## config.mk

```make
export PLATFORM = sky130hd
export DESIGN_NAME = compensation_weight_scanner_flat
export DESIGN_NICKNAME = d
export VERILOG_FILES = /design/src/rtl/compensation_weight_scanner_if.sv /design/src/rtl/compensation_weight_scanner.sv /design/src/flat_wrapper.sv
export SDC_FILE = /design/constraint.sdc
export NUM_CORES = 1
export LEC_CHECK = 0
export ABC_AREA = 1
export CAP_MARGIN = 10
export CORE_UTILIZATION = 28
export DETAILED_ROUTE_END_ITERATION = 10
export MAX_ROUTING_LAYER = met4
export PLACE_DENSITY = 0.62
export SLEW_MARGIN = 0
export SYNTH_ARGS = -nofsm -noshare
export SYNTH_HDL_FRONTEND = slang
export SYNTH_SLANG_ARGS = --single-unit
```

## constraint.sdc

```tcl
create_clock -name clk -period 3.9 [get_ports clk]
set_clock_uncertainty 0.2 [all_clocks]
set_input_delay 1.17 -clock clk [delete_from_list [all_inputs] [get_ports clk]]
set_output_delay 1.17 -clock clk [all_outputs]
set_load 0.05 [all_outputs]
```

## src/rtl/compensation_weight_scanner_if.sv

```systemverilog
// Bundle of signals between the weight-tile scanner, the weight SRAM read port,
// the layer controller (start) and the compensation memory downstream.
//
// Protocol (no back-pressure anywhere on this bundle):
//   - start: single-cycle request from the controller. The scanner accepts it
//     only in IDLE or DONE and ignores it while busy.
//   - w_ren/w_addr -> w_rdata: fixed one-cycle SRAM read latency. The word for
//     an address presented with w_ren=1 in cycle N is valid on w_rdata in N+1.
//   - Compensation_out_valid: one-cycle pulse that qualifies Compensation_Weight.
//     The downstream memory must accept it. Compensation_Weight holds its last
//     value while valid is low.
//   - change_col: one-cycle pulse that advances the downstream index to the next
//     column base. It can coincide with Compensation_out_valid.
//   - load_weight_done: level. It is held from the end of a scan until the
//     next accepted start.
interface compensation_weight_scanner_if;
    logic       start;
    logic       w_ren;
    logic [5:0] w_addr;
    logic [7:0] w_rdata;
    logic [2:0] Compensation_Weight;
    logic       Compensation_out_valid;
    logic       change_col;
    logic       load_weight_done;
    logic       comp_overflow;
    logic       busy;

    // Controller / SRAM / compensation-memory side.
    modport master (
        output start,
        input  w_ren,
        input  w_addr,
        output w_rdata,
        input  Compensation_Weight,
        input  Compensation_out_valid,
        input  change_col,
        input  load_weight_done,
        input  comp_overflow,
        input  busy
    );

    // Scanner side.
    modport slave (
        input  start,
        output w_ren,
        output w_addr,
        input  w_rdata,
        output Compensation_Weight,
        output Compensation_out_valid,
        output change_col,
        output load_weight_done,
        output comp_overflow,
        output busy
    );
endinterface

```

## src/rtl/compensation_weight_scanner.sv

```systemverilog
// Scans the 8x8 signed weight tile column by column. Each weight that does not
// fit the low-cost PE's LOW_BITS signed datapath produces its row index as a
// compensation weight. Each column holds at most 3 such entries; any further
// outliers in that column are dropped and raise the sticky comp_overflow.
//
// Pipeline for address k, where start is sampled in cycle T:
//   T+1+k  w_ren/w_addr registered out
//   T+2+k  w_rdata valid, row/col of the same address held in the evaluate stage
//   T+3+k  valid / change_col registered out
// DRAIN is held until the result for address 63 has been presented. As a
// result, load_weight_done rises strictly after the last change_col.
module compensation_weight_scanner #(
    parameter int LOW_BITS = 5
) (
    input  logic                         clk,
    input  logic                         rst,
    compensation_weight_scanner_if.slave bus,
    output logic [1:0]                   dbg_state_o
);

    typedef enum logic [1:0] {
        IDLE  = 2'd0,
        READ  = 2'd1,
        DRAIN = 2'd2,
        DONE  = 2'd3
    } state_e;

    // Signed range handled natively by the reduced PE datapath.
    localparam int LOW_MIN = -(1 <<< (LOW_BITS - 1));
    localparam int LOW_MAX = (1 <<< (LOW_BITS - 1)) - 1;

    state_e     state_q, state_d;

    // Read-issue stage.
    logic       ren_q, ren_d;
    logic [5:0] addr_q, addr_d;

    // Evaluate stage. It travels alongside the SRAM read latency.
    logic       ev_vld_q;
    logic [5:0] ev_addr_q;

    // Per-column entry counter (0..3).
    logic [1:0] cnt_q, cnt_d;

    // Registered outputs.
    logic [2:0] cw_q;
    logic       valid_q;
    logic       chg_q;
    logic       ovf_q;
    logic       last_q;

    // Evaluate-stage combinational results.
    logic [2:0] row;
    logic [1:0] cnt_cur;
    int         rdata_s;
    logic       outlier;
    logic       emit;
    logic       drop;
    logic       col_end;
    logic       start_ok;

    // A start is honoured only when no scan is in flight.
    assign start_ok = bus.start && ((state_q == IDLE) || (state_q == DONE));

    // State register.
    always_ff @(posedge clk or posedge rst) begin
        if (rst) begin
            state_q <= IDLE;
        end else begin
            state_q <= state_d;
        end
    end

    // Next-state logic and read-address generation.
    always_comb begin
        state_d = state_q;
        ren_d   = 1'b0;
        addr_d  = 6'd0;
        case (state_q)
            IDLE: begin
                if (bus.start) begin
                    state_d = READ;
                end
            end
            READ: begin
                if (addr_q == 6'd63) begin
                    state_d = DRAIN;
                end
            end
            DRAIN: begin
                // Leave only once the last column's result is on the outputs.
                if (last_q) begin
                    state_d = DONE;
                end
            end
            DONE: begin
                if (bus.start) begin
                    state_d = READ;
                end
            end
            default: begin
                state_d = IDLE;
            end
        endcase

        if (state_d == READ) begin
            ren_d  = 1'b1;
            addr_d = (state_q == READ) ? addr_q + 6'd1 : 6'd0;
        end
    end

    // Read-issue registers.
    always_ff @(posedge clk or posedge rst) begin
        if (rst) begin
            ren_q  <= 1'b0;
            addr_q <= 6'd0;
        end else begin
            ren_q  <= ren_d;
            addr_q <= addr_d;
        end
    end

    // Evaluate stage. It captures the address whose data arrives next cycle.
    always_ff @(posedge clk or posedge rst) begin
        if (rst) begin
            ev_vld_q  <= 1'b0;
            ev_addr_q <= 6'd0;
        end else begin
            ev_vld_q  <= ren_q;
            ev_addr_q <= addr_q;
        end
    end

    assign rdata_s = int'($signed(bus.w_rdata));

    // Outlier test and per-column slot accounting.
    always_comb begin
        row     = ev_addr_q[2:0];
        // Row 0 opens a new column, so count from zero there.
        cnt_cur = (row == 3'd0) ? 2'd0 : cnt_q;
        outlier = (rdata_s < LOW_MIN) || (rdata_s > LOW_MAX);
        emit    = ev_vld_q && outlier && (cnt_cur != 2'd3);
        drop    = ev_vld_q && outlier && (cnt_cur == 2'd3);
        // A full column has already moved the downstream index to the next base.
        col_end = ev_vld_q && (row == 3'd7) && (cnt_cur != 2'd3);
        cnt_d   = cnt_q;
        if (ev_vld_q) begin
            cnt_d = emit ? cnt_cur + 2'd1 : cnt_cur;
        end
    end

    // Column counter.
    always_ff @(posedge clk or posedge rst) begin
        if (rst) begin
            cnt_q <= 2'd0;
        end else begin
            cnt_q <= cnt_d;
        end
    end

    // Output registers. Compensation_Weight holds between pulses.
    always_ff @(posedge clk or posedge rst) begin
        if (rst) begin
            cw_q    <= 3'd0;
            valid_q <= 1'b0;
            chg_q   <= 1'b0;
            ovf_q   <= 1'b0;
            last_q  <= 1'b0;
        end else begin
            valid_q <= emit;
            chg_q   <= col_end;
            last_q  <= ev_vld_q && (ev_addr_q == 6'd63);
            if (emit) begin
                cw_q <= row;
            end
            if (start_ok) begin
                ovf_q <= 1'b0;
            end else if (drop) begin
                ovf_q <= 1'b1;
            end
        end
    end

    assign bus.w_ren                  = ren_q;
    assign bus.w_addr                 = addr_q;
    assign bus.Compensation_Weight    = cw_q;
    assign bus.Compensation_out_valid = valid_q;
    assign bus.change_col             = chg_q;
    assign bus.comp_overflow          = ovf_q;
    assign bus.busy                   = (state_q == READ) || (state_q == DRAIN);
    assign bus.load_weight_done       = (state_q == DONE);
    assign dbg_state_o                = state_q;

endmodule

```

## src/flat_wrapper.sv

```systemverilog
// flat-port wrapper written by rule: the top's interface ports become plain ports
module compensation_weight_scanner_flat 
#(
    parameter int LOW_BITS = 5
)
  (clk, rst, dbg_state_o, bus_start, bus_w_ren, bus_w_addr, bus_w_rdata, bus_Compensation_Weight, bus_Compensation_out_valid, bus_change_col, bus_load_weight_done, bus_comp_overflow, bus_busy);
  compensation_weight_scanner_if bus_i ();
  input  logic clk;
  input  logic rst;
  output logic [1:0] dbg_state_o;
  input wire logic [$bits(bus_i.start)-1:0] bus_start;
  output wire logic [$bits(bus_i.w_ren)-1:0] bus_w_ren;
  output wire logic [$bits(bus_i.w_addr)-1:0] bus_w_addr;
  input wire logic [$bits(bus_i.w_rdata)-1:0] bus_w_rdata;
  output wire logic [$bits(bus_i.Compensation_Weight)-1:0] bus_Compensation_Weight;
  output wire logic [$bits(bus_i.Compensation_out_valid)-1:0] bus_Compensation_out_valid;
  output wire logic [$bits(bus_i.change_col)-1:0] bus_change_col;
  output wire logic [$bits(bus_i.load_weight_done)-1:0] bus_load_weight_done;
  output wire logic [$bits(bus_i.comp_overflow)-1:0] bus_comp_overflow;
  output wire logic [$bits(bus_i.busy)-1:0] bus_busy;
  assign bus_i.start = bus_start;
  assign bus_w_ren = bus_i.w_ren;
  assign bus_w_addr = bus_i.w_addr;
  assign bus_i.w_rdata = bus_w_rdata;
  assign bus_Compensation_Weight = bus_i.Compensation_Weight;
  assign bus_Compensation_out_valid = bus_i.Compensation_out_valid;
  assign bus_change_col = bus_i.change_col;
  assign bus_load_weight_done = bus_i.load_weight_done;
  assign bus_comp_overflow = bus_i.comp_overflow;
  assign bus_busy = bus_i.busy;
  compensation_weight_scanner #(.LOW_BITS(LOW_BITS)) u_core (.clk(clk), .rst(rst), .bus(bus_i), .dbg_state_o(dbg_state_o));
endmodule
```

==> run metrics <==
synthesis-to-layout area growth=30.25%; Hold Buf Count CTS=0; FILL cells=approximately 390; CP Capture Type=output port; period utilisation layout=~87%; htree depth=1; via count=819; Hold Fails Final Rpt=0; most used cell, CP=inv_1; cell row count=22; Tightest Hold Check Type=flop to flop; Routed WL=1951 microns; FMAX=295.7 MHz; status=complete, no violations; Worst R2R Start=u_core.dbg_state_o[0]$_DFF_PP0_; Die Wd=64.92 microns; Final setup viols=0; CTS Buf Count=3; CTS Root Cell=clkbuf_8; design area=around 1400 sq um; Detail Placement HPWL=1507 microns; Final #Nets=163; P_leak=0.7148 nW; power density over cell area=654.0 nW/um^2; critical path startpoint category=flop; DRC=0; dpl ws=0.8074 ns; share of post-route cells with drive strength above 1=8.276%; Skew-Pair Late Insertion Delay=0.26 ns; vias in the first global route=between 800 and 900; RSZ-0062 raised after global routing=false; Slew Viols, Final=0; Total Power=between 0.9 and 1 mW; Total GRT Usage=11.48%; Slew Limit Headroom=between 30% and 40%; Initial DRC Count=45; post-synth cell types=20; post-synthesis sequential area ratio=56.43%; first-pass GRT wire length=3574 microns; Routed Antenna Nets=0; Post-Syn Area per Cell=9.395 sq um; most frequent cells in the layout=nand2_1 (28), dfrtp_1 (25), clkdlybuf4s50_1 (23); Syn Nets=135; Final Worst Setup Slack=0.5182 ns; I/O Buffers=23; Antenna Diode Count=0; initial antenna violation count=0; routed len/inst=10.11 microns; setup TNS=0 ns; Die Y-Extent=64.92 microns; CP Cell Sequence=inv_1, ha_1, inv_1, clkdlybuf4s50_1; Max FO, Critical Path=8; Slew @ Worst Pin=around 0.94 ns; Seq cells post-synth=25; clk slew on worst S/H paths=0.08 ns; core area=3716 sq um; vias per cell=4.244; worst reg-to-reg path cell count=8; R2R Path End=u_core.bus.w_addr[0]$_DFF_PP0_; CTS tree=yes; largest net degree at the start of global routing=26; fin crit period=3.382 ns; Post-CTS Resized=0; Initial Utilization=29.83%; routability cong.=between 0.7 and 0.8; Max Cap Violations=0; grt total ovfl=0; Synth Warn #=0; CP arrival=2.01 ns; die area=4215 sq um; CP required=2.53 ns; setup repair bufs after CTS=0; Pre-Repair DR Iteration Count=4; crit path kind=flop to output port; commonest non-fill, non-tap cell in the layout=nand2_1; TritonCTS Sinks=25; DP Area=1399 sq um; Mapped Cells=118; Top Ports=28; slowest stage delay, CP=between 0.7 and 0.8 ns; Critical Path Sink=bus_busy; worst vdd ir=0.1713 mV; Slowest cell on crit path=clkdlybuf4s50_1; Min Hold Slack=0.1971 ns; R2R setup slack=roughly 2.2 ns; crit path from=u_core.dbg_state_o[0]$_DFF_PP0_; Max Root-Sink Buffers=2; Syn Std Cell Area=1109 sq um
cell type report:
type                    count  area, sq um  area share, %
clock buffers               4        45.04          3.120
multi-input cells          75        415.4          28.77
inverters                  18        67.56          4.679
well taps                  48        60.06          4.159
flip-flops and latches     25        625.6          43.33
repair buffers             23        230.2          15.94
routing by layer:
metal	up-vias	GRT usage (%)	part of all wire, %
met5	-	-	0
met4	0	5.000	1.6
met3	5	2.641	3.5
met2	15	20.31	53
met1	380	12.11	42
li1	419	-	-
state kept, by name, indices dropped and copies added, names as in the netlist:
signal and count:
u_core.bus.w_ren 1, u_core.dbg_state_o 2, u_core.cnt_q 2, u_core.bus.w_addr 6, u_core.bus.comp_overflow 1, u_core.ev_vld_q 1, u_core.bus.change_col 1, u_core.bus.Compensation_Weight 3
u_core.bus.Compensation_out_valid 1, u_core.last_q 1, u_core.ev_addr_q 6
critical path: cells and delay by family (launching register included):
family | cells | cell delay (ns)
adder cells (fa/ha/maj) | 1 | 0.34
buffers and inverters | 3 | 0.92
flip-flops | 1 | 0.48
worst min-delay path by stage:
stage,startpoint,endpoint,slack (ns),cells past startpoint
finish,u_core.bus.w_ren$_DFF_PP0_,u_core.ev_vld_q$_DFF_PP0_,0.20,0
global route,u_core.bus.w_ren$_DFF_PP0_,u_core.ev_vld_q$_DFF_PP0_,0.23,0
CTS,u_core.bus.w_ren$_DFF_PP0_,u_core.ev_vld_q$_DFF_PP0_,0.20,0
detailed placement,u_core.bus.w_ren$_DFF_PP0_,u_core.ev_vld_q$_DFF_PP0_,0.19,0
global placement,u_core.bus.w_ren$_DFF_PP0_,u_core.ev_vld_q$_DFF_PP0_,0.18,0
floorplan,u_core.cnt_q[1]$_DFFE_PP0P_,u_core.cnt_q[1]$_DFFE_PP0P_,0.25,2
stage by stage:
step	instances	util, %
floorplan	118	-
global placement	189	37.64
detailed placement	189	37.64
CTS	193	38.86
global route	193	38.86
finish	193	38.86
synth_stat cells (all sizes together):
| cell type | count | share of area, % |
|---|---|---|
| a31o | 1 | 0.79 |
| nand4 | 3 | 1.7 |
| inv | 18 | 6.1 |
| dfrtp | 25 | 56 |
| nand3b | 1 | 0.68 |
| nand2 | 30 | 11 |
| o21ai | 5 | 2.6 |
| a22oi | 1 | 0.68 |
| a21boi | 1 | 0.68 |
| nor2 | 17 | 6.2 |
| ha | 6 | 6.8 |
| o21bai | 1 | 0.68 |
| xor2 | 2 | 1.6 |
| nand3 | 7 | 4.1 |
power by group:
part           internal, mW  switching [mW]  leakage (nW)  total [mW]
sequential            0.302          0.0390         0.340       0.342
clock                0.0730          0.0759        0.0228       0.149
combinational         0.148           0.306         0.352       0.454
total                 0.523           0.421         0.715       0.944
logic make-up after synthesis:
logic type	count (synthesis)	synth area share (%)
AND/OR/NAND/NOR	58	23.70
flip-flops	25	56.43
buffers and inverters	18	6.094
AO/OA/AOI/OAI	9	5.419
adder cells (fa/ha/maj)	6	6.772
XOR/XNOR	2	1.580
No activity file was read; power rests on OpenSTA's default activity.
